<file path="src/rtl/reg_wb_ctrl.sv">
// reg_wb_ctrl
//   Write-side controller for the register file. Merges ALU results and buffered
//   memory-load results onto the file's single write port (dyt_sel/D/load_en) and
//   keeps a busy scoreboard of registers whose loads are still in flight.
//
// Ports
//   clk, rst_n                    clock (rising edge), asynchronous active-low reset
//   alu_valid/alu_dst/alu_data    ALU result, highest priority, never back-pressured
//   mem_issue/mem_issue_dst       load issued: mark destination busy
//   mem_valid/mem_ready           load result handshake into the result FIFO
//   mem_dst/mem_data              load result payload
//   A_sel/B_sel, a_busy/b_busy    hazard probes on the file's read selects
//   stall                         FIFO full, upstream must hold ALU issue
//   dyt_sel/D/load_en             registered register-file write port
module reg_wb_ctrl #(
  parameter int DW     = 16,
  parameter int AW     = 4,
  parameter int FDEPTH = 2
) (
  input  logic          clk,
  input  logic          rst_n,
  input  logic          alu_valid,
  input  logic [AW-1:0] alu_dst,
  input  logic [DW-1:0] alu_data,
  input  logic          mem_issue,
  input  logic [AW-1:0] mem_issue_dst,
  input  logic          mem_valid,
  output logic          mem_ready,
  input  logic [AW-1:0] mem_dst,
  input  logic [DW-1:0] mem_data,
  input  logic [AW-1:0] A_sel,
  input  logic [AW-1:0] B_sel,
  output logic          a_busy,
  output logic          b_busy,
  output logic          stall,
  output logic [AW-1:0] dyt_sel,
  output logic [DW-1:0] D,
  output logic          load_en
);

  localparam int IW   = $clog2(FDEPTH);
  localparam int PW   = IW + 1;
  localparam int NREG = 1 << AW;

  logic [AW-1:0]   fifo_dst  [FDEPTH];
  logic [DW-1:0]   fifo_data [FDEPTH];
  logic [PW-1:0]   wr_ptr, rd_ptr, count;
  logic [IW-1:0]   wr_idx, rd_idx;
  logic            full, empty, push, pop;
  logic [NREG-1:0] busy, busy_nxt;

  // Pointers carry one extra wrap bit so full and empty stay distinguishable.
  assign count  = wr_ptr - rd_ptr;
  assign full   = (count == PW'(FDEPTH));
  assign empty  = (count == '0);
  assign wr_idx = wr_ptr[IW-1:0];
  assign rd_idx = rd_ptr[IW-1:0];

  // The head leaves whenever the ALU is idle, so a full FIFO can still take a
  // result in that cycle: the pop frees the slot the push lands in.
  assign pop       = !alu_valid && !empty;
  assign mem_ready = !full || pop;
  assign push      = mem_valid && mem_ready;
  assign stall     = full;

  assign a_busy = busy[A_sel];
  assign b_busy = busy[B_sel];

  // Payload storage needs no reset; validity is tracked by the pointers.
  always_ff @(posedge clk) begin
    if (push) begin
      fifo_dst[wr_idx]  <= mem_dst;
      fifo_data[wr_idx] <= mem_data;
    end
  end

  always_ff @(posedge clk or negedge rst_n) begin
    if (!rst_n) begin
      wr_ptr <= '0;
      rd_ptr <= '0;
    end else begin
      if (push) wr_ptr <= wr_ptr + PW'(1);
      if (pop)  rd_ptr <= rd_ptr + PW'(1);
    end
  end

  // Clear applied before set so a same-cycle reissue keeps the register busy.
  always_comb begin
    busy_nxt = busy;
    if (pop)       busy_nxt[fifo_dst[rd_idx]] = 1'b0;
    if (mem_issue) busy_nxt[mem_issue_dst]    = 1'b1;
  end

  always_ff @(posedge clk or negedge rst_n) begin
    if (!rst_n) busy <= '0;
    else        busy <= busy_nxt;
  end

  always_ff @(posedge clk or negedge rst_n) begin
    if (!rst_n) begin
      load_en <= 1'b0;
      dyt_sel <= '0;
      D       <= '0;
    end else if (alu_valid) begin
      load_en <= 1'b1;
      dyt_sel <= alu_dst;
      D       <= alu_data;
    end else if (pop) begin
      load_en <= 1'b1;
      dyt_sel <= fifo_dst[rd_idx];
      D       <= fifo_data[rd_idx];
    end else begin
      load_en <= 1'b0;
    end
  end

endmodule

</file>
<file path="config.mk">
export PLATFORM = sky130hd
export DESIGN_NAME = reg_wb_ctrl
export DESIGN_NICKNAME = d
export VERILOG_FILES = /design/src/rtl/reg_wb_ctrl.sv
export SDC_FILE = /design/constraint.sdc
export NUM_CORES = 1
export LEC_CHECK = 0
export ABC_AREA = 1
export CAP_MARGIN = 20
export CORE_ASPECT_RATIO = 1.25
export CORE_MARGIN = 2
export CORE_UTILIZATION = 55
export DETAILED_ROUTE_END_ITERATION = 10
export PLACE_DENSITY = 0.95
export SLEW_MARGIN = 20
export SYNTH_ARGS = -nofsm -noshare
export SYNTH_HDL_FRONTEND = slang
export SYNTH_SLANG_ARGS = --single-unit
</file>
<file path="constraint.sdc">
create_clock -name clk -period 5.2 [get_ports clk]
set_clock_uncertainty 0.05 [all_clocks]
set_input_delay 1.3 -clock clk [delete_from_list [all_inputs] [get_ports clk]]
set_output_delay 1.3 -clock clk [all_outputs]
set_load 0.03 [all_outputs]
</file>
==> out/results.tsv <==
metric	value	unit
status	finished with violations	
violations	DRC	
mostFrequentLayoutCells	nand2_1 (223), clkdlybuf4s50_1 (80), nand3_1 (45)	
ir_drop	0.0003063	V
slowest_delay	660	ps
path_depth	8	
cp_common_cell	nand3_1	
antenna_found_initial	0	
postCtsSetupBuffers	0	
cp.buffers_inverters	3	
tightest_slew	982.0	ps
cts_tree	done	
cap_violations	0	
port_buffers	81	
synth_warnings	0	
die_y	98.56	um
leakagePower	2.276	nW
start_util	0.5673	
cts.sinks	81	
boundaryPins	82	
syn_area	3934	um^2
drive_gt1_frac	0.05367	
min_path_type	reg2reg	
drt-initial-drc-count	295	
syn_inst	476	
cts.clk_slew.worst_paths	90	ps
placed_cells	632	
layout_commonest_cell	nand2_1	
power.total	0.002693	W
htreeDepth	3	
diodes	0	
cts_resized	0	
grt_max_degree	42	
multi_input_area	1409	um^2
drc	1	
yosysSeqAreaShare	0.5662	
ys_types	21	
whs_path_depth	2	
grt-ovfl-total	0	
crit_fanout	9	
maxSlewHeadroom	0.3453	
core	6934	um^2
drtAntennaViolNets	0	
hold_viol	0	
die_w	79.64	um
clock-root-buffer	clkbuf_8	
rsz0062_at_grt	no	
worst_ep_arrival_time	3270	ps
drt-met1-wl	3587	um
setup_tns	0	ps
startpoint_type	input pin	
slowest_stage	clkdlybuf4s50_1	
nets	611	
rr_worst_depth	7	
avgViaCountPerCell	5.444	
area_growth	25.89	%
critPathTopFamily	buffers and inverters	
cts_hold_buffers	0	
syn_nets	533	
finalCritPeriodShare	0.8893	
core.rowCount	34	
worstPathCellList	clkdlybuf4s50_1, inv_1, nand2_1, nand3_1, nand3_1, nand3_1, nand2_1, clkdlybuf4s50_1	
final_cell_count_no_fill	649	
routed_wl	9969	um
numCtsBuffers	9	
synth_area_leader_cell	edfxtp_1	
finalSetupViolCount	0	
dieArea	7849	um^2
crit_type	in2out	
nFillCells	473	
regArea	2227	um^2
min_period	4624	ps
insertion_delay	360	ps
yosys.area.top_type_share	0.3053	
p_per_area	543.8	nW/um^2
dr.max_layer_used	met4	
vias	3533	
drv_slew	0	
track_usage	0.2713	
hpwl	6848	um
max_freq	216.3	MHz
synth_area_leaders	edfxtp_1 (31%), dfrtp_1 (26%), nand2_1 (21%)	
grt_pass1_wl	16200	um
wl_per_cell	15.36	um
first_pass_iters	9	
wl_met2	5205	um
grt_pass1_vias	3687	
syn_avg_cell_area	8.264	um^2
crit_path_end_kind	output port	
ys_ff_latch	81	
required	3850	ps
gp_congestion	0.9423	
met3_length	751	um
cts_buffer_depth	2	
==> layout make-up <==
class	instances	share of cell area
clock buffers	10	0.02577
clock inverters	6	0.01516
inverters	44	0.03487
multi-input cells	335	0.2845
flip-flops and latches	81	0.4497
well taps	90	0.02274
repair buffers	83	0.1673
==> cell usage after synthesis <==
library cell and number:
dfrtp_1 41, nand2_4 3, inv_2 3, xor2_1 2
a21oi_1 1, a31oi_1 16, inv_6 1, buf_6 6
buf_4 4, inv_4 1, nand3_1 45, nand2_2 2
edfxtp_1 40, nand4_1 1, nand2_1 223, buf_2 6
and3_1 1, o21ai_0 1, inv_1 39, nor2_1 39
nor2_4 1
==> tightest hold or removal path: cells and delay by family, from the launching register on <==
kind	cells	cell delay, ps
AND/OR/NAND/NOR	2	110
flip-flops	1	350
==> path summary, 6_finish.rpt <==
check	start	endpoint	slack, ps
setup / recovery	A_sel[0]	a_busy	580
hold / removal	busy[9]	busy[9]	430
setup reg to reg	rd_ptr[0]	fifo_data[0][4]	2910
hold reg to reg	busy[9]	busy[9]	430
max in group asynchronous	rst_n	D[15]	3440
min in group asynchronous	rst_n	load_en	1030
==> state kept, by name (all words and copies together) (netlist names) <==
name       cells
dyt_sel        4
D             16
load_en        1
fifo_dst       8
rd_ptr         2
busy          16
wr_ptr         2
fifo_data     32
==> power breakdown <==
| group | switching (W) | internal, W | total, W |
|---|---|---|---|
| combinational | 0.000785 | 0.000396 | 0.00118 |
| clock | 0.000243 | 0.000229 | 0.000472 |
| sequential | 0.000122 | 0.000917 | 0.00104 |
==> routing by layer <==
metal,global-route usage,vias up
met5,0,-
met2,0.4809,199
met4,0.1618,0
met1,0.2833,1631
met3,0.06960,47
li1,-,1656
==> through the flow <==
stage	worst slack, ps	cell area [um^2]	utilization	hold WS, ps
2_1_floorplan	1795	3934	-	391.2
3_3_place_gp	751.8	4735	0.6828	403.6
3_5_place_dp	655.0	4735	0.6828	413.2
4_1_cts	648.3	4937	0.7120	433.1
5_1_grt	492.0	4952	0.7142	450.6
6_report	575.7	4952	0.7142	433.9
==> cell families after synthesis <==
family          synth area share
flops                     0.5662
buf+inv                  0.07634
xor+xnor                0.004454
compound gates           0.02799
simple gates              0.3251
(Power assumes the default switching activity.)
